<file path="config.mk">
export PLATFORM = sky130hd
export DESIGN_NAME = serial_add_ctrl
export DESIGN_NICKNAME = d
export VERILOG_FILES = /design/src/rtl/serial_add_ctrl.sv
export SDC_FILE = /design/constraint.sdc
export NUM_CORES = 1
export LEC_CHECK = 0
export BUFFER_PORTS_ARGS = -buffer_cell sky130_fd_sc_hd__buf_2
export CORE_ASPECT_RATIO = 1.75
export CORE_UTILIZATION = 54
export DETAILED_ROUTE_END_ITERATION = 10
export PLACE_DENSITY = 0.78
export SYNTH_ARGS = -nofsm -noshare
export SYNTH_HDL_FRONTEND = slang
export SYNTH_SLANG_ARGS = --single-unit
</file>
<file path="constraint.sdc">
create_clock -name clk -period 2.09 [get_ports clk]
set_clock_uncertainty 0.1 [all_clocks]
set_input_delay 0.418 -clock clk [delete_from_list [all_inputs] [get_ports clk]]
set_output_delay 0.418 -clock clk [all_outputs]
set_load 0.005 [all_outputs]
</file>
<file path="src/rtl/serial_add_ctrl.sv">
// Bit-serial adder controller: one shared full-adder cell adds two WIDTH-bit operands LSB first.
// Define SERIAL_ADD_OVF_EN to add the signed-overflow output ovf.

module fullAdder (
  input  logic a,
  input  logic b,
  input  logic cin,
  output logic s,
  output logic cout
);
  assign s    = a ^ b ^ cin;
  assign cout = (a & b) | (cin & (a ^ b));
endmodule

// state | meaning
// IDLE  | ready for start; operands, carry-in and counter are loaded on accept
// RUN   | one bit per clock through the shared adder, LSB first
// DONE  | one-cycle done pulse; sum/cout hold the new result
module serial_add_ctrl #(
  parameter int WIDTH = 8
) (
  input  logic             clk,
  input  logic             rst_n,
  input  logic             start,
  input  logic [WIDTH-1:0] a,
  input  logic [WIDTH-1:0] b,
  input  logic             cin,
  output logic             ready,
  output logic             busy,
  output logic             done,
  output logic [WIDTH-1:0] sum,
  output logic             cout
`ifdef SERIAL_ADD_OVF_EN
  ,
  output logic             ovf
`endif
);

  localparam int CW = $clog2(WIDTH);

  localparam logic [1:0] ST_IDLE = 2'd0;
  localparam logic [1:0] ST_RUN  = 2'd1;
  localparam logic [1:0] ST_DONE = 2'd2;

  logic [1:0]       state_q, state_d;
  logic [CW-1:0]    cnt_q, cnt_d;
  logic [WIDTH-1:0] a_sh_q, a_sh_d;
  logic [WIDTH-1:0] b_sh_q, b_sh_d;
  logic [WIDTH-1:0] psum_q, psum_d;
  logic [WIDTH-1:0] sum_q, sum_d;
  logic             carry_q, carry_d;
  logic             cout_q, cout_d;
  logic             fa_s, fa_cout;
  logic             last_bit;
`ifdef SERIAL_ADD_OVF_EN
  logic             ovf_q, ovf_d;
`endif

  fullAdder u_fa (
    .a    (a_sh_q[0]),
    .b    (b_sh_q[0]),
    .cin  (carry_q),
    .s    (fa_s),
    .cout (fa_cout)
  );

  assign last_bit = (cnt_q == CW'(WIDTH - 1));

  always_comb begin
    state_d = state_q;
    cnt_d   = cnt_q;
    a_sh_d  = a_sh_q;
    b_sh_d  = b_sh_q;
    psum_d  = psum_q;
    sum_d   = sum_q;
    carry_d = carry_q;
    cout_d  = cout_q;
`ifdef SERIAL_ADD_OVF_EN
    ovf_d   = ovf_q;
`endif
    case (state_q)
      ST_IDLE: begin
        if (start) begin
          a_sh_d  = a;
          b_sh_d  = b;
          carry_d = cin;
          psum_d  = '0;
          cnt_d   = '0;
          state_d = ST_RUN;
        end
      end
      ST_RUN: begin
        a_sh_d              = a_sh_q >> 1;
        b_sh_d              = b_sh_q >> 1;
        psum_d              = psum_q >> 1;
        psum_d[WIDTH-1]     = fa_s;
        carry_d             = fa_cout;
        cnt_d               = cnt_q + CW'(1);
        if (last_bit) begin
          // carry_q is the carry into the MSB while the last bit is being added
          sum_d   = psum_d;
          cout_d  = fa_cout;
`ifdef SERIAL_ADD_OVF_EN
          ovf_d   = carry_q ^ fa_cout;
`endif
          state_d = ST_DONE;
        end
      end
      ST_DONE: state_d = ST_IDLE;
      default: state_d = ST_IDLE;
    endcase
  end

  always_ff @(posedge clk or negedge rst_n) begin
    if (!rst_n) begin
      state_q <= ST_IDLE;
      cnt_q   <= '0;
      a_sh_q  <= '0;
      b_sh_q  <= '0;
      psum_q  <= '0;
      sum_q   <= '0;
      carry_q <= 1'b0;
      cout_q  <= 1'b0;
`ifdef SERIAL_ADD_OVF_EN
      ovf_q   <= 1'b0;
`endif
    end else begin
      state_q <= state_d;
      cnt_q   <= cnt_d;
      a_sh_q  <= a_sh_d;
      b_sh_q  <= b_sh_d;
      psum_q  <= psum_d;
      sum_q   <= sum_d;
      carry_q <= carry_d;
      cout_q  <= cout_d;
`ifdef SERIAL_ADD_OVF_EN
      ovf_q   <= ovf_d;
`endif
    end
  end

  assign ready = (state_q == ST_IDLE);
  assign busy  = (state_q == ST_RUN);
  assign done  = (state_q == ST_DONE);
  assign sum   = sum_q;
  assign cout  = cout_q;
`ifdef SERIAL_ADD_OVF_EN
  assign ovf   = ovf_q;
`endif

endmodule

</file>
==> impl_results.md <==
* CTS hold repair buffers at 0
* Syn Std Cell Area at 1720 sq um
* Cell row count at 26
* Worst R2R Path Depth at 4
* Clock Pin Slew Worst Setup and Hold Paths at 70 ps
* Net Count, Synth at 162
* Crit. End Element: output pin
* Core Box Area at 2960 sq um
* Clk_lat worst skew at 290 ps
* Routed wire length per instance at 15.5 microns
* Crit path launch type: flip-flop
* Final wirelength at 3.32 mm
* Vias in the first global route at 1,283
* Worst r2r src: cnt_q[0]
* H-tree levels at 2
* Iteration-0 DRC Markers at 29
* Place WS at 270 ps
* Syn-to-layout area delta at 16.9%
* Share of cells above drive strength 1 at 34.9%
* WP buf/inv at 2
* Critical path fanouts, max at 22
* Longest Clk Path Bufs at 2
* CP Data Required Time at 1570 ps
* Antenna cells at 0
* Ports at 32
* Library cells used by synthesis at 27
* Clock Root Buffer: clkbuf_8
* GRT Util Overall at 22.8%
* CP max-delay cell: dfrtp_2
* Total die area at 3430 sq um
* Largest net degree at the start of global routing at 39
* ANT nets after route at 0
* Max Fclk at 526 MHz
* Sequential share of the synthesized area at 55.2%
* Via count at 1,213
* TritonCTS Buffers at 5
* # setup viols final at 0
* RR Endpoint: sum[1]
* Crit Path Class: reg2out
* Yosys Warn Count at 0
* Status: complete, no violations
* Slew @ Worst Pin at 507 ps
* Leakage power at 0.953 nW
* Nets at 194
* Die width at 44.7 microns
* Final Cell Area at 2010 sq um
* First-pass GRT wire length at 5.73 mm
* CTS tree: yes
* Initial Utilization at 58.2%
* Max VDD drop at 802 uV
* Vias/cell at 5.67
* Arrival time worst endpoint at 1380 ps
* Stages on worst setup path at 3
* HP Class: in2async
* Core Util, Final at 68.0%
* Setup TNS at 0 ps
* DRC at 0
* R2R setup slack at 320 ps
* Crit path max-delay family: flip-flops
* Final worst-path cycle share at 90.9%
* Die Y at 76.7 microns
* Area after DPL at 1920 sq um
* Crit path time final at 1900 ps
* Cells along the critical path: nand2b_1 -> inv_1 -> buf_2
* Unrepaired setup endpoints after global routing: no
* Drt pass-1 iters at 4
* Setup WS post-layout at 189 ps
* Slowest stage delay, CP at 570 ps
* Syn avg cell area at 12.4 sq um
* Cells after Synth at 139
* Total grt overflow at 0
* MaxCap Viol Count at 0
* Max_slew headroom at 66.1%
* Final Hold Viols at 0
* DP HPWL at 2.38 mm
* FF+latch count, synth at 38
* TritonCTS sink count at 38
* Port bufs at 31
* GP Congestion at 0.742
* Cell Pwr Density at 1420 nW/um^2
* Initial antenna violation count at 0
* Final Max Slew Viols at 0
==> power breakdown <==
part	internal (mW)	switching (mW)	total [mW]
Sequential	1.08	0.236	1.31
Combinational	0.562	0.472	1.03
Clock	0.266	0.238	0.504
Total	1.90	0.946	2.85
==> through the flow <==
step                std cells  hold slack, ps  power [mW]
floorplan                 139            22.4        2.01
global placement          206             369        2.31
detailed placement        206             375        2.37
CTS                       214            78.9        2.89
global route              214             101        3.07
finish                    214            74.0        2.85
==> state kept, by name, summed over array words and instances, names as in the netlist <==
name and count:
a_sh_q 8, b_sh_q 8, sum 8, psum_q 7, cnt_q 3, state_q 2
carry_q 1, cout 1
==> worst max-delay path by stage <==
stage / start / to
2_1_floorplan: cnt_q[0] / cout
3_3_place_gp: state_q[1] / sum[0]
3_5_place_dp: state_q[1] / sum[1]
4_1_cts: state_q[1] / busy
5_1_grt: state_q[1] / busy
6_report: state_q[1] / busy
==> cell families (layout without fill, tap and decap cells) <==
| kind of cell | count (synthesis) | in the layout | synth area share, % |
|---|---|---|---|
| AOI/OAI and AO/OA | 29 | 29 | 14.5 |
| and+or+nand+nor | 33 | 33 | 14.8 |
| DFF | 38 | 38 | 55.2 |
| adders and majority gates | 3 | 3 | 2.62 |
| muxes | 10 | 10 | 6.47 |
| buffers and inverters | 26 | 59 | 6.32 |
==> area by class of cell <==
class	instances	area, sq um
Multi-Input combinational cell	75	662
Fill cell	244	948
Tap cell	42	52.6
Clock inverter	1	5.00
Inverter	14	52.6
Timing Repair Buffer	37	200
Sequential cell	38	953
Clock buffer	7	86.3
==> cells in the mapped netlist <==
cell type   n  area, sq um
dfrtp_1    38          951
inv_1      14         52.6
nor3b_1    11         82.6
a211oi_1   10         75.1
nor4b_1    10         87.6
a22o_1      9         78.8
mux2_2      9          101
buf_2       8         40.0
clkbuf_1    3         11.3
nand2b_1    3         18.8
nor2b_1     3         18.8
o221a_2     3         33.8
a222oi_1    2         20.0
ha_1        2         25.0
or4b_1      2         20.0
a21oi_1     1         5.00
a221o_1     1         10.0
a32o_1      1         10.0
and2_1      1         6.26
clkbuf_2    1         5.00
fa_1        1         20.0
mux2i_1     1         10.0
nand3b_1    1         7.51
nor2_1      1         3.75
o21ba_2     1         10.0
o21bai_1    1         7.51
or4b_2      1         10.0
==> timing repair <==
| item | in CTS | in global routing |
|---|---|---|
| buffers inserted | 0 | 0 |
| gates resized for setup | 0 | 2 |
| endpoints found under the setup margin | 0 | 2 |
==> layer usage <==
metal | vias up | track usage (%) | share of wire (%)
met3 | 7 | 5.88 | 3.2
met4 | 0 | 8.18 | 1.6
li1 | 572 | - | -
met2 | 32 | 38.1 | 53
met5 | - | 0 | 0
met1 | 602 | 27.2 | 42
==> cells in the final DEF (no fill, tap or decap), drive strengths merged <==
master / count
fa: 1
o21bai: 1
a222oi: 2
a22o: 9
and2: 1
clkinv: 1
inv: 14
a221o: 1
ha: 2
nor2: 1
o221a: 3
buf: 37
nand3b: 1
mux2: 9
dfrtp: 38
a211oi: 10
nor3b: 11
nor4b: 10
o21ba: 1
a32o: 1
nor2b: 3
clkbuf: 7
mux2i: 1
nand2b: 3
or4b: 3
a21oi: 1
Power figures use the tool's default switching activity.
